## config.mk

```make
export PLATFORM = sky130hd
export DESIGN_NAME = fetch_ctrl
export DESIGN_NICKNAME = d
export VERILOG_FILES = /design/src/rtl/chronos_pkg.sv /design/src/rtl/fetch_queue.sv /design/src/rtl/fetch_ctrl.sv
export SDC_FILE = /design/constraint.sdc
export NUM_CORES = 1
export LEC_CHECK = 0
export ABC_AREA = 1
export CORE_AREA = 2 2 139 141
export CTS_BUF_LIST = sky130_fd_sc_hd__clkbuf_4 sky130_fd_sc_hd__clkbuf_8
export DETAILED_ROUTE_END_ITERATION = 7
export DIE_AREA = 0 0 141 143
export PLACE_DENSITY = 0.84
export SETUP_SLACK_MARGIN = 0.02
export SYNTH_ARGS = -nofsm -noshare
export SYNTH_HDL_FRONTEND = slang
export SYNTH_SLANG_ARGS = --single-unit
```

## constraint.sdc

```tcl
create_clock -name clk -period 9.8 [get_ports clk]
set_clock_uncertainty 0.1 [all_clocks]
set_input_delay 1.96 -clock clk [delete_from_list [all_inputs] [get_ports clk]]
set_output_delay 1.96 -clock clk [all_outputs]
set_load 0.05 [all_outputs]
```

## src/rtl/chronos_pkg.sv

```systemverilog
// Shared definitions for the Chronos RV32I core: data width, canonical NOP,
// fetch-sequencer state encodings and the alignment helper used on redirects.
package chronos_pkg;

  localparam int          XLEN     = 32;
  localparam logic [31:0] INST_NOP = 32'h0000_0013;
  localparam logic [31:0] PC_STEP  = 32'd4;

  localparam logic [1:0] FETCH_IDLE = 2'b00;
  localparam logic [1:0] FETCH_RUN  = 2'b01;
  localparam logic [1:0] FETCH_HALT = 2'b10;
  localparam logic [1:0] FETCH_ERR  = 2'b11;

  // A fetch target is only legal on a 32-bit word boundary.
  function automatic logic is_misaligned(input logic [XLEN-1:0] addr);
    return (addr[1:0] != 2'b00);
  endfunction

endpackage

```

## src/rtl/fetch_queue.sv

```systemverilog
// Small synchronous FIFO holding {pc, instruction} pairs between fetch and
// decode. Flush wins over push and pop; the raw head entry is exposed as-is.
module fetch_queue #(
  parameter int DEPTH = 2,
  parameter int WIDTH = 64
) (
  input  logic                     clk,
  input  logic                     rst,
  input  logic                     push,
  input  logic                     pop,
  input  logic                     flush,
  input  logic [WIDTH-1:0]         wdata,
  output logic [WIDTH-1:0]         rdata,
  output logic                     full,
  output logic                     empty,
  output logic [$clog2(DEPTH):0]   count
);

  localparam int PW = $clog2(DEPTH);
  localparam int CW = PW + 1;

  logic [WIDTH-1:0] mem_q [DEPTH];
  logic [PW-1:0]    wr_ptr_q, wr_ptr_d;
  logic [PW-1:0]    rd_ptr_q, rd_ptr_d;
  logic [CW-1:0]    count_q, count_d;
  logic             push_ok_s, pop_ok_s;

  assign full      = (count_q == CW'(DEPTH));
  assign empty     = (count_q == {CW{1'b0}});
  assign count     = count_q;
  assign rdata     = mem_q[rd_ptr_q];
  assign push_ok_s = push && !full;
  assign pop_ok_s  = pop && !empty;

  // Pointer and occupancy update; pointers wrap naturally since DEPTH is a power of two.
  always_comb begin
    wr_ptr_d = wr_ptr_q;
    rd_ptr_d = rd_ptr_q;
    count_d  = count_q;
    if (flush) begin
      wr_ptr_d = {PW{1'b0}};
      rd_ptr_d = {PW{1'b0}};
      count_d  = {CW{1'b0}};
    end else begin
      if (push_ok_s) wr_ptr_d = wr_ptr_q + {{(PW-1){1'b0}}, 1'b1};
      else           wr_ptr_d = wr_ptr_q;
      if (pop_ok_s)  rd_ptr_d = rd_ptr_q + {{(PW-1){1'b0}}, 1'b1};
      else           rd_ptr_d = rd_ptr_q;
      case ({push_ok_s, pop_ok_s})
        2'b10:   count_d = count_q + {{(CW-1){1'b0}}, 1'b1};
        2'b01:   count_d = count_q - {{(CW-1){1'b0}}, 1'b1};
        default: count_d = count_q;
      endcase
    end
  end

  // Control state registers.
  always_ff @(posedge clk or posedge rst) begin
    if (rst) begin
      wr_ptr_q <= {PW{1'b0}};
      rd_ptr_q <= {PW{1'b0}};
      count_q  <= {CW{1'b0}};
    end else begin
      wr_ptr_q <= wr_ptr_d;
      rd_ptr_q <= rd_ptr_d;
      count_q  <= count_d;
    end
  end

  // Entry storage; a flushed slot is simply overwritten later.
  always_ff @(posedge clk or posedge rst) begin
    if (rst) begin
      for (int i = 0; i < DEPTH; i++) mem_q[i] <= {WIDTH{1'b0}};
    end else if (!flush && push_ok_s) begin
      mem_q[wr_ptr_q] <= wdata;
    end
  end

endmodule

```

## src/rtl/fetch_ctrl.sv

```systemverilog
// Instruction-fetch sequencer: owns the PC, strobes inst_mem, buffers fetched
// words and presents them to decode. Redirects from execute override fetch
// and pop; a misaligned redirect target parks the sequencer in ERR.
module fetch_ctrl
  import chronos_pkg::*;
#(
  parameter logic [31:0] RESET_PC = 32'h0000_0000,
  parameter int          QDEPTH   = 2
) (
  input  logic        clk,
  input  logic        rst,
  input  logic        start,
  input  logic        halt,
  output logic [31:0] fetch_addr,
  output logic        fetch_req,
  input  logic [31:0] request_data,
  output logic        inst_valid,
  input  logic        inst_ready,
  output logic [31:0] inst_data,
  output logic [31:0] inst_pc,
  input  logic        redirect_valid,
  input  logic [31:0] redirect_addr,
  output logic        misalign_err,
  output logic [31:0] err_addr,
  output logic        busy
);

  localparam int CW = $clog2(QDEPTH) + 1;

  logic [1:0]    state_q, state_d;
  logic [31:0]   pc_q, pc_d;
  logic          err_q, err_d;
  logic [31:0]   err_addr_q, err_addr_d;

  logic          q_full_s, q_empty_s, q_pop_s;
  logic [CW-1:0] q_count_s;
  logic [63:0]   q_head_s;

  assign fetch_addr   = pc_q;
  assign misalign_err = err_q;
  assign err_addr     = err_addr_q;
  assign inst_valid   = (q_count_s != {CW{1'b0}});
  assign inst_pc      = q_empty_s ? 32'h0000_0000 : q_head_s[63:32];
  assign inst_data    = q_empty_s ? 32'h0000_0000 : q_head_s[31:0];
  assign busy         = (state_q == FETCH_RUN) || inst_valid;

  // Fetch strobe; a redirect cycle never fetches since the pc is stale.
  assign fetch_req = (state_q == FETCH_RUN) && !halt && !q_full_s && !redirect_valid;
  // A handshake coinciding with a redirect is wrong-path and not consumed.
  assign q_pop_s   = inst_valid && inst_ready && !redirect_valid;

  fetch_queue #(
    .DEPTH (QDEPTH),
    .WIDTH (64)
  ) u_queue (
    .clk   (clk),
    .rst   (rst),
    .push  (fetch_req),
    .pop   (q_pop_s),
    .flush (redirect_valid),
    .wdata ({pc_q, request_data}),
    .rdata (q_head_s),
    .full  (q_full_s),
    .empty (q_empty_s),
    .count (q_count_s)
  );

  // Next-state, pc and error-capture logic; redirects take priority.
  always_comb begin
    state_d    = state_q;
    pc_d       = pc_q;
    err_d      = err_q;
    err_addr_d = err_addr_q;
    if (redirect_valid && (state_q != FETCH_ERR) && is_misaligned(redirect_addr)) begin
      state_d    = FETCH_ERR;
      err_d      = 1'b1;
      err_addr_d = redirect_addr;
    end else begin
      if (redirect_valid && (state_q != FETCH_ERR)) pc_d = redirect_addr;
      else if (fetch_req)                            pc_d = pc_q + PC_STEP;
      else                                           pc_d = pc_q;
      case (state_q)
        FETCH_IDLE: state_d = start ? FETCH_RUN : FETCH_IDLE;
        FETCH_RUN:  state_d = halt ? FETCH_HALT : FETCH_RUN;
        FETCH_HALT: state_d = halt ? FETCH_HALT : FETCH_RUN;
        FETCH_ERR:  state_d = FETCH_ERR;
        default:    state_d = FETCH_IDLE;
      endcase
    end
  end

  // Sequencer registers; reset drops everything immediately.
  always_ff @(posedge clk or posedge rst) begin
    if (rst) begin
      state_q    <= FETCH_IDLE;
      pc_q       <= RESET_PC;
      err_q      <= 1'b0;
      err_addr_q <= 32'h0000_0000;
    end else begin
      state_q    <= state_d;
      pc_q       <= pc_d;
      err_q      <= err_d;
      err_addr_q <= err_addr_d;
    end
  end

endmodule

```

# Word-level counts from Yosys, hierarchy flattened
# Index checks and enable logic that the tools add are counted.
[totals] reg_bits=199 out_inout_bits=132
[classes] add_sub_neg=5 n_lt_le_gt_ge=3 eq_ne=7 muxes=20 n_bitwise=3 reduce_logical=26
[op_table] op="$mux W64" count=4
[op_table] op="$bwmux W128" count=1
[op_table] op="$mux W32" count=4
[op_table] op="$demux W64 S1" count=1
[op_table] op="$add A32 B3 Y32 const B" count=1
[op_table] op="$logic_and A1 B1 Y1" count=11
[op_table] op="$reduce_bool A2 Y1" count=5
[op_table] op="$eq A2 B2 Y1 const B" count=4
[op_table] op="$mux W2" count=3
[op_table] op="$pmux W2 S3" count=1
[op_table] op="$mux W1" count=5
[op_table] op="$eq A2 B1 Y1 const B" count=2
[op_table] op="$ge A2 B2 Y1 const B" count=2
[op_table] op="$logic_not A1 Y1" count=4
[op_table] op="$logic_not A2 Y1" count=2
[op_table] op="$not A1 Y2" count=2
[op_table] op="$pmux W2 S2" count=1
[op_table] op="$reduce_bool A3 Y1" count=1
[op_table] op="$add A1 B1 Y1 const B" count=2
[op_table] op="$add A2 B1 Y2 const B" count=1
[op_table] op="$lt A2 B1 Y1 const B" count=1
[op_table] op="$ne A2 B2 Y1 const B" count=1
[op_table] op="$reduce_and A2 Y1" count=1
[op_table] op="$reduce_or A2 Y1" count=1
[op_table] op="3 further kinds" count=3

# Depth between registers and ports, before layout
# Gate-level depths: netlist of the first run.
[logic_depth] ltp_word=8 ltp_mapped=11 depth_no_buf=10

# Modules after synthesis
# A second synthesis of the first run with hierarchy kept.
[unflattened] hier_cells=1390 area_unflattened_um2=10471.3
[by_module_without_submodules] mod="fetch_queue" n_inst=1 cells_per_inst=720 area_each_um2=6115.9
[by_module_without_submodules] mod="fetch_ctrl" n_inst=1 cells_per_inst=670 area_each_um2=4355.4

# Least setup slack after synthesis of the first run
# No wires, ideal clock.
[synth_path] kind="input to output" start="input halt" end="output fetch_req" arrival_ns=2.413 setup_slack_ns=5.327 path_stages=3 path_buffers=0 cell_sequence="nor2_2 > nand3_2 > inv_2"
[synth_between] elab_chain_len=4
[synth_lines] item="from (decl)" line="fetch_ctrl.sv:13" source="input logic halt,"
[synth_lines] item="$logic_not A1 Y1" line="fetch_ctrl.sv:48" source="assign fetch_req = (state_q == FETCH_RUN) && !halt && !q_full_s && !redirect_valid;"
[synth_lines] item="$logic_and A1 B1 Y1 (3 in a row)" line="fetch_ctrl.sv:48"
[synth_lines] item="to (decl)" line="fetch_ctrl.sv:15" source="output logic fetch_req,"
# Every way passes these cells.

# Final worst setup path of the first run
# Ends and elaborated chain as after synthesis.

==> impl_metrics.py, run 1 <==
metrics = {
    "cts": {
        "cts_hold_buf": 0,
        "cts_sinks": 199,
        "cts_resized": 0,
        "clock_latency_ns": 0.46,
        "clkTransAtPathRegs_ns": 0.10,
        "cts_tree": "yes",
        "cts_htree_levels": 4,
        "numCtsBuffers": 17,
        "root_buffer": "clkbuf_8",
        "cts.path.max_buffers": 2,
        "cts_setup_buffers": 0,
    },
    "floorplan": {
        "start_util_pct": 52.0,
        "io_pins": 202,
        "die_h_um": 143,
        "core-area_mm2": 0.0186,
        "fp.dieW_um": 141,
        "fp.dieArea_mm2": 0.0202,
        "rows": 50,
    },
    "place": {
        "port_buffers": 201,
        "dp_slack_ns": 4.05,
        "place_congestion": 0.935,
        "dp_hpwl_um": 16700,
    },
    "detailed_routing": {
        "drcViolationCount": 0,
        "ant_nets": 0,
        "met1_length_um": 11100,
        "vias_per_cell": 5.39,
        "maxUsedRoutingLayer": "met4",
        "vias": 8238,
        "wl_per_cell_um": 16.2,
        "drtPass1Iterations": 5,
        "wl_um": 24700,
        "wl_met3_um": 1790,
        "drtIter0Drc": 773,
        "wl_met2_um": 11300,
    },
    "power_and_ir_drop": {
        "p_sw_share_pct": 49.0,
        "internal_power_w": 0.00219,
        "power_frac_clock_pct": 12.0,
        "power_frac_seq_pct": 34.0,
        "total_power_w": 0.00430,
        "leakagePower_nw": 5.64,
        "power_frac_comb_pct": 54.0,
        "p_sw_w": 0.00211,
        "power_density_mw_per_mm2": 356,
        "ir_drop_uv": 221,
    },
    "status": {
        "status": "completed",
    },
    "global_routing": {
        "grt_usage_pct": 24.9,
        "grt_max_degree": 131,
        "antenna_found_initial": 0,
        "grt_first_pass_wirelength_um": 40200,
        "gr-total-overflow": 0,
        "grt_pass1_vias": 8018,
    },
    "sta": {
        "rsz0062_at_grt": "no",
        "maxSlewHeadroom_pct": 26.7,
        "timing.final.ws_setup_ns": 4.05,
        "final-hold-violation-count": 0,
        "slew_viol_final": 0,
        "setup_tns_ns": 0,
        "min_period_ns": 5.75,
        "period_share_pct": 58.6,
        "setup_viol_count_final": 0,
        "timing.fmax_ghz": 0.174,
        "worst_pin_slew_ns": 1.10,
        "worst_hold_slack_ns": 0.381,
    },
    "hold_path": {
        "hp-class": "flip-flop to flip-flop",
        "hp-start": "err_addr[12]$_DFFE_PP0P_",
        "min_path_cells": 2,
        "hold_end": "err_addr[12]$_DFFE_PP0P_",
    },
    "critical_path": {
        "crit_top_cell": "clkdlybuf4s50_1",
        "crit_buf_inv": 3,
        "cp-start-kind": "input pin",
        "r2r_cells": 10,
        "cp.required_ns": 7.74,
        "cp_slowest_stage_delay_ns": 0.81,
        "crit_path_end_kind": "primary output",
        "path_cells": "clkdlybuf4s50_1, nor2_2, nand3_2, inv_2, clkdlybuf4s50_1",
        "crit_slowest_cell": "clkdlybuf4s50_1",
        "cp.arrival_ns": 3.69,
        "crit_family": "buffers and inverters",
        "worstReg2RegEnd": "fetch_addr[17]$_DFFE_PP0P_",
        "r2r_slack_ns": 6.34,
        "timing.rr.start": "state_q[0]$_DFF_PP0_",
        "crit_fanout": 4,
        "crit_type": "input pin to primary output",
    },
    "cells_and_area": {
        "fin_util_pct": 65.0,
        "final_layout_size_suffix_gt1_share_pct": 9.20,
        "nFillCells": 1541,
        "area_growth_pct": 25.0,
        "n_antenna_cell": 0,
        "fin_nets": 1355,
    },
    "synth": {
        "synthArstFlopShare_pct": 100,
        "synth_ff_type": "dfrtp_1",
        "ys_seq_area_share_pct": 51.6,
        "syn_inst": 1116,
        "synth_area_per_cell_um2": 8.66,
        "synthMostInstantiatedCell": "nand2_1",
        "yosysWarnings": 0,
        "yosysUniqueCellTypes": 32,
        "synth_common_cells": "nand2_1, dfrtp_1, o21ai_0, inv_1, a21oi_1",
        "yosys_register_bits": 199,
        "ys_top_cells_by_area": "dfrtp_1, nand2_1, o21ai_0, mux2_4, a21oi_1",
        "synth_top_area_cell": "dfrtp_1",
        "synth_top_area_share_pct": 51.6,
        "synth_edf_count": 0,
        "synthesis.nets": 1190,
        "mappedNetlistArea_mm2": 0.00966,
    },
    "flow_run": {
        "maxCapViolCount": 0,
    },
}
==> layout by cell type (no fill, tap or decap), types with 2 or more instances in the layout <==
cell	n
buf_4	5
mux2_4	42
mux2_2	10
ha_1	4
nand2_2	7
nor3_1	3
clkinv_2	2
a21oi_1	87
nand2_1	320
clkinvlp_4	5
clkdlybuf4s50_1	201
inv_6	2
nand3_2	2
o21ai_0	134
inv_1	102
nand3_1	25
inv_2	7
nor2_2	6
a22oi_1	3
nor2_4	4
o21ai_1	37
mux2_1	8
inv_8	2
nand4_1	3
o22ai_1	4
clkbuf_8	20
dfrtp_1	198
o211ai_1	2
nor2_1	40
==> flip-flops by register name (all words and copies together), names as in the netlist <==
register	count
err_addr	32
fetch_addr	32
misalign_err	1
state_q	2
u_queue.count	2
u_queue.mem_q	128
u_queue.rd_ptr_q	1
u_queue.wr_ptr_q	1
==> logic make-up (layout without fill, tap and decap cells) <==
logic type | after synthesis | after routing | share of synthesized area [%]
buffers and inverters | 171 | 349 | 7.77
AOI/OAI and AO/OA | 270 | 270 | 14.3
muxes | 60 | 60 | 8.63
adders and majority gates | 4 | 4 | 0.518
and+or+nand+nor | 412 | 412 | 17.3
DFF | 199 | 199 | 51.6
==> power by group through the flow <==
stage / clock, W / sequential (W) / combinational, W
after floorplan: 0 / 0.00182 / 0.00122
after global placement: 0 / 0.00145 / 0.00228
after detailed placement: 0 / 0.00147 / 0.00232
after CTS: 0.000529 / 0.00146 / 0.00233
after global routing: 0.000564 / 0.00151 / 0.00248
final: 0.000518 / 0.00146 / 0.00232
==> per-stage QoR <==
step	cells	cell area (um2)
floorplan	1116	9660
global placement	1496	11700
detailed placement	1496	11700
CTS	1528	12100
global route	1528	12100
finish	1528	12100
==> per-layer routing <==
metal | GRT usage (%) | vias up
li1 | - | 3934
met4 | 7.58 | 0
met3 | 5.84 | 42
met5 | 0 | -
met2 | 39.6 | 315
met1 | 34.3 | 3947
==> cell type report <==
class                      count  area (um2)  share of cell area [%]
timing repair buffer         206        2050                    17.0
tap                          234         293                    2.42
inverter                     111         424                    3.51
multi-input combinational    746        3940                    32.6
clock inverter                12         115                   0.953
clock buffer                  20         275                    2.28
sequential                   199        4980                    41.3
==> how the worst max path moves through the flow <==
stage / start / endpoint / slack (ns) / depth (start not counted)
finish: halt / fetch_req / 4.05 / 5
floorplan: rst / err_addr[0]$_DFFE_PP0P_ / 2.31 / 1
global route: halt / fetch_req / 4.00 / 5
detailed placement: halt / fetch_req / 4.05 / 5
global placement: halt / fetch_req / 4.11 / 5
CTS: halt / fetch_req / 4.05 / 5
==> worst register-to-register path, delay by kind of cell, from the launching register on <==
family,cells,cell delay [ns]
compound gates,2,0.29
simple gates,4,1.24
buf+inv,3,1.11
fa+ha+maj,1,0.23
flops,1,0.41
Note: power is estimated with default switching activity, not from simulation.
==> run 2, diff against run 1 <==
Settings changed: CORE_AREA 2 2 139 141 to 2 2 145 147, DIE_AREA 0 0 141 143 to 0 0 147 149, PLACE_DENSITY 0.84 to 0.81.
Clock period 9.8 ns to 4.8 ns, I/O delays scaled along.
==> run 2 against run 1 <==
Against the previous run: count of clock-buffer cells in the layout stayed put; flip-flop and latch count stayed put; critical path type is now flip-flop to primary output; first-iteration DRC count is 15% lower.
==> impl_metrics.py, run 2 (synthesis results as in run 1) <==
metrics = {
    "status": {
        "status": "completed",
    },
    "cts": {
        "cts_htree_levels": 4,
        "cts_tree": "yes",
        "cts_sinks": 199,
        "clock_latency_ns": 0.46,
        "cts.path.max_buffers": 2,
        "numCtsBuffers": 17,
        "clkTransAtPathRegs_ns": 0.10,
        "root_buffer": "clkbuf_8",
        "cts_hold_buf": 0,
        "cts_resized": 0,
        "cts_setup_buffers": 0,
    },
    "power_and_ir_drop": {
        "ir_drop_uv": 467,
        "power_density_mw_per_mm2": 723,
        "leakagePower_nw": 5.71,
    },
    "cells_and_area": {
        "layout_common_cells": "nand2_1, dfrtp_1, clkdlybuf4s50_1, o21ai_0, inv_1",
        "regMostFlops": "u_queue.mem_q",
        "nFillCells": 1809,
        "area_growth_pct": 25.7,
        "fin_nets": 1359,
        "n_antenna_cell": 0,
        "final_layout_size_suffix_gt1_share_pct": 10.9,
        "final_common_cell": "nand2_1",
        "largest_register_ffs": 128,
        "instances_no_fill": 1572,
    },
    "critical_path": {
        "crit_slowest_cell": "clkdlybuf4s50_1",
        "crit_family": "buffers and inverters",
        "cp_slowest_stage_delay_ns": 0.84,
        "cp.arrival_ns": 2.82,
        "cp-start-kind": "flip-flop",
        "crit_fanout": 38,
        "crit_path_end_kind": "primary output",
        "path_cells": "inv_1, nand2_1, buf_4, o21ai_0, a21oi_1, clkdlybuf4s50_1",
        "crit_buf_inv": 3,
        "cp.required_ns": 3.74,
        "crit_type": "flip-flop to primary output",
    },
    "sta": {
        "setup_viol_count_final": 0,
        "timing.fmax_ghz": 0.258,
        "rsz0062_at_grt": "no",
        "slew_viol_final": 0,
        "min_period_ns": 3.88,
        "period_share_pct": 80.9,
        "final-hold-violation-count": 0,
        "maxSlewHeadroom_pct": 31.0,
        "setup_tns_ns": 0,
        "worst_pin_slew_ns": 1.03,
    },
    "place": {
        "dp_cells": 1541,
        "port_buffers": 201,
        "dp_hpwl_um": 16900,
        "place_congestion": 0.972,
    },
    "floorplan": {
        "core-area_mm2": 0.0206,
        "rows": 53,
        "io_pins": 202,
        "fp.dieArea_mm2": 0.0219,
        "fp.dieW_um": 147,
        "start_util_pct": 47.0,
        "die_h_um": 149,
    },
    "detailed_routing": {
        "wl_um": 24500,
        "vias_per_cell": 5.15,
        "drtPass1Iterations": 5,
        "drtIter0Drc": 656,
        "vias": 8093,
        "ant_nets": 0,
        "wl_per_cell_um": 15.6,
        "drcViolationCount": 0,
    },
    "global_routing": {
        "antenna_found_initial": 0,
        "grt_max_degree": 80,
        "grt_usage_pct": 22.7,
        "grt_pass1_vias": 7742,
        "grt_first_pass_wirelength_um": 39900,
        "gr-total-overflow": 0,
    },
    "hold_path": {
        "hp-class": "flip-flop to flip-flop",
    },
    "flow_run": {
        "maxCapViolCount": 0,
    },
}
run 2: per-stage QoR:
step	utilization [%]	hold slack [ns]	area (um2)	total power [W]	worst slack [ns]
after global placement	57.2	0.354	11800	0.00763	1.11
after floorplan	-	0.354	9660	0.00621	1.17
after detailed placement	57.2	0.352	11800	0.00773	1.08
final	59.1	0.383	12100	0.00878	0.919
after CTS	59.1	0.388	12100	0.00883	0.869
after global routing	59.1	0.403	12100	0.00931	0.673
run 2: tightest hold or removal path, delay by kind of cell, from the launching register on:
family	cells	cell delay [ns]
DFF	1	0.36
and+or+nand+nor	2	0.09
run 2: per-layer routing:
metal  global-route usage, %  share of wire [%]
met5                       0                  0
met4                    7.16                1.9
met3                    5.35                6.4
met2                    35.6                 47
met1                    31.6                 45
run 2: final timing paths:
| path | start | endpoint | slack, ns | depth (start not counted) |
|---|---|---|---|---|
| setup / recovery | u_queue.count[1]$_DFFE_PP0P_ | inst_pc[30] | 0.92 | 6 |
| hold / removal | err_addr[5]$_DFFE_PP0P_ | err_addr[5]$_DFFE_PP0P_ | 0.38 | 2 |
| setup reg to reg | state_q[1]$_DFF_PP0_ | u_queue.mem_q[21]$_DFFE_PP0P_ | 2.30 | 9 |
| hold reg to reg | err_addr[5]$_DFFE_PP0P_ | err_addr[5]$_DFFE_PP0P_ | 0.38 | 2 |
| max in group asynchronous | rst | err_addr[24]$_DFFE_PP0P_ | 2.68 | 3 |
| min in group asynchronous | rst | u_queue.mem_q[39]$_DFFE_PP0P_ | 0.68 | 2 |
run 2: cell type report:
| cell class | count | area, um2 | share of cell area (%) |
|---|---|---|---|
| Multi-Input combinational cell | 746 | 3940 | 32.4 |
| Tap cell | 275 | 344 | 2.83 |
| Inverter | 111 | 420 | 3.46 |
| Timing Repair Buffer | 210 | 2070 | 17.0 |
| Clock inverter | 11 | 123 | 1.01 |
| Clock buffer | 20 | 263 | 2.16 |
| Sequential cell | 199 | 4980 | 41.1 |
run 2: report_power, final:
group	internal [W]	switching (W)	total (W)
sequential	0.00241	0.000581	0.00299
combinational	0.00161	0.00312	0.00473
clock	0.000488	0.000577	0.00107
total	0.00451	0.00428	0.00878
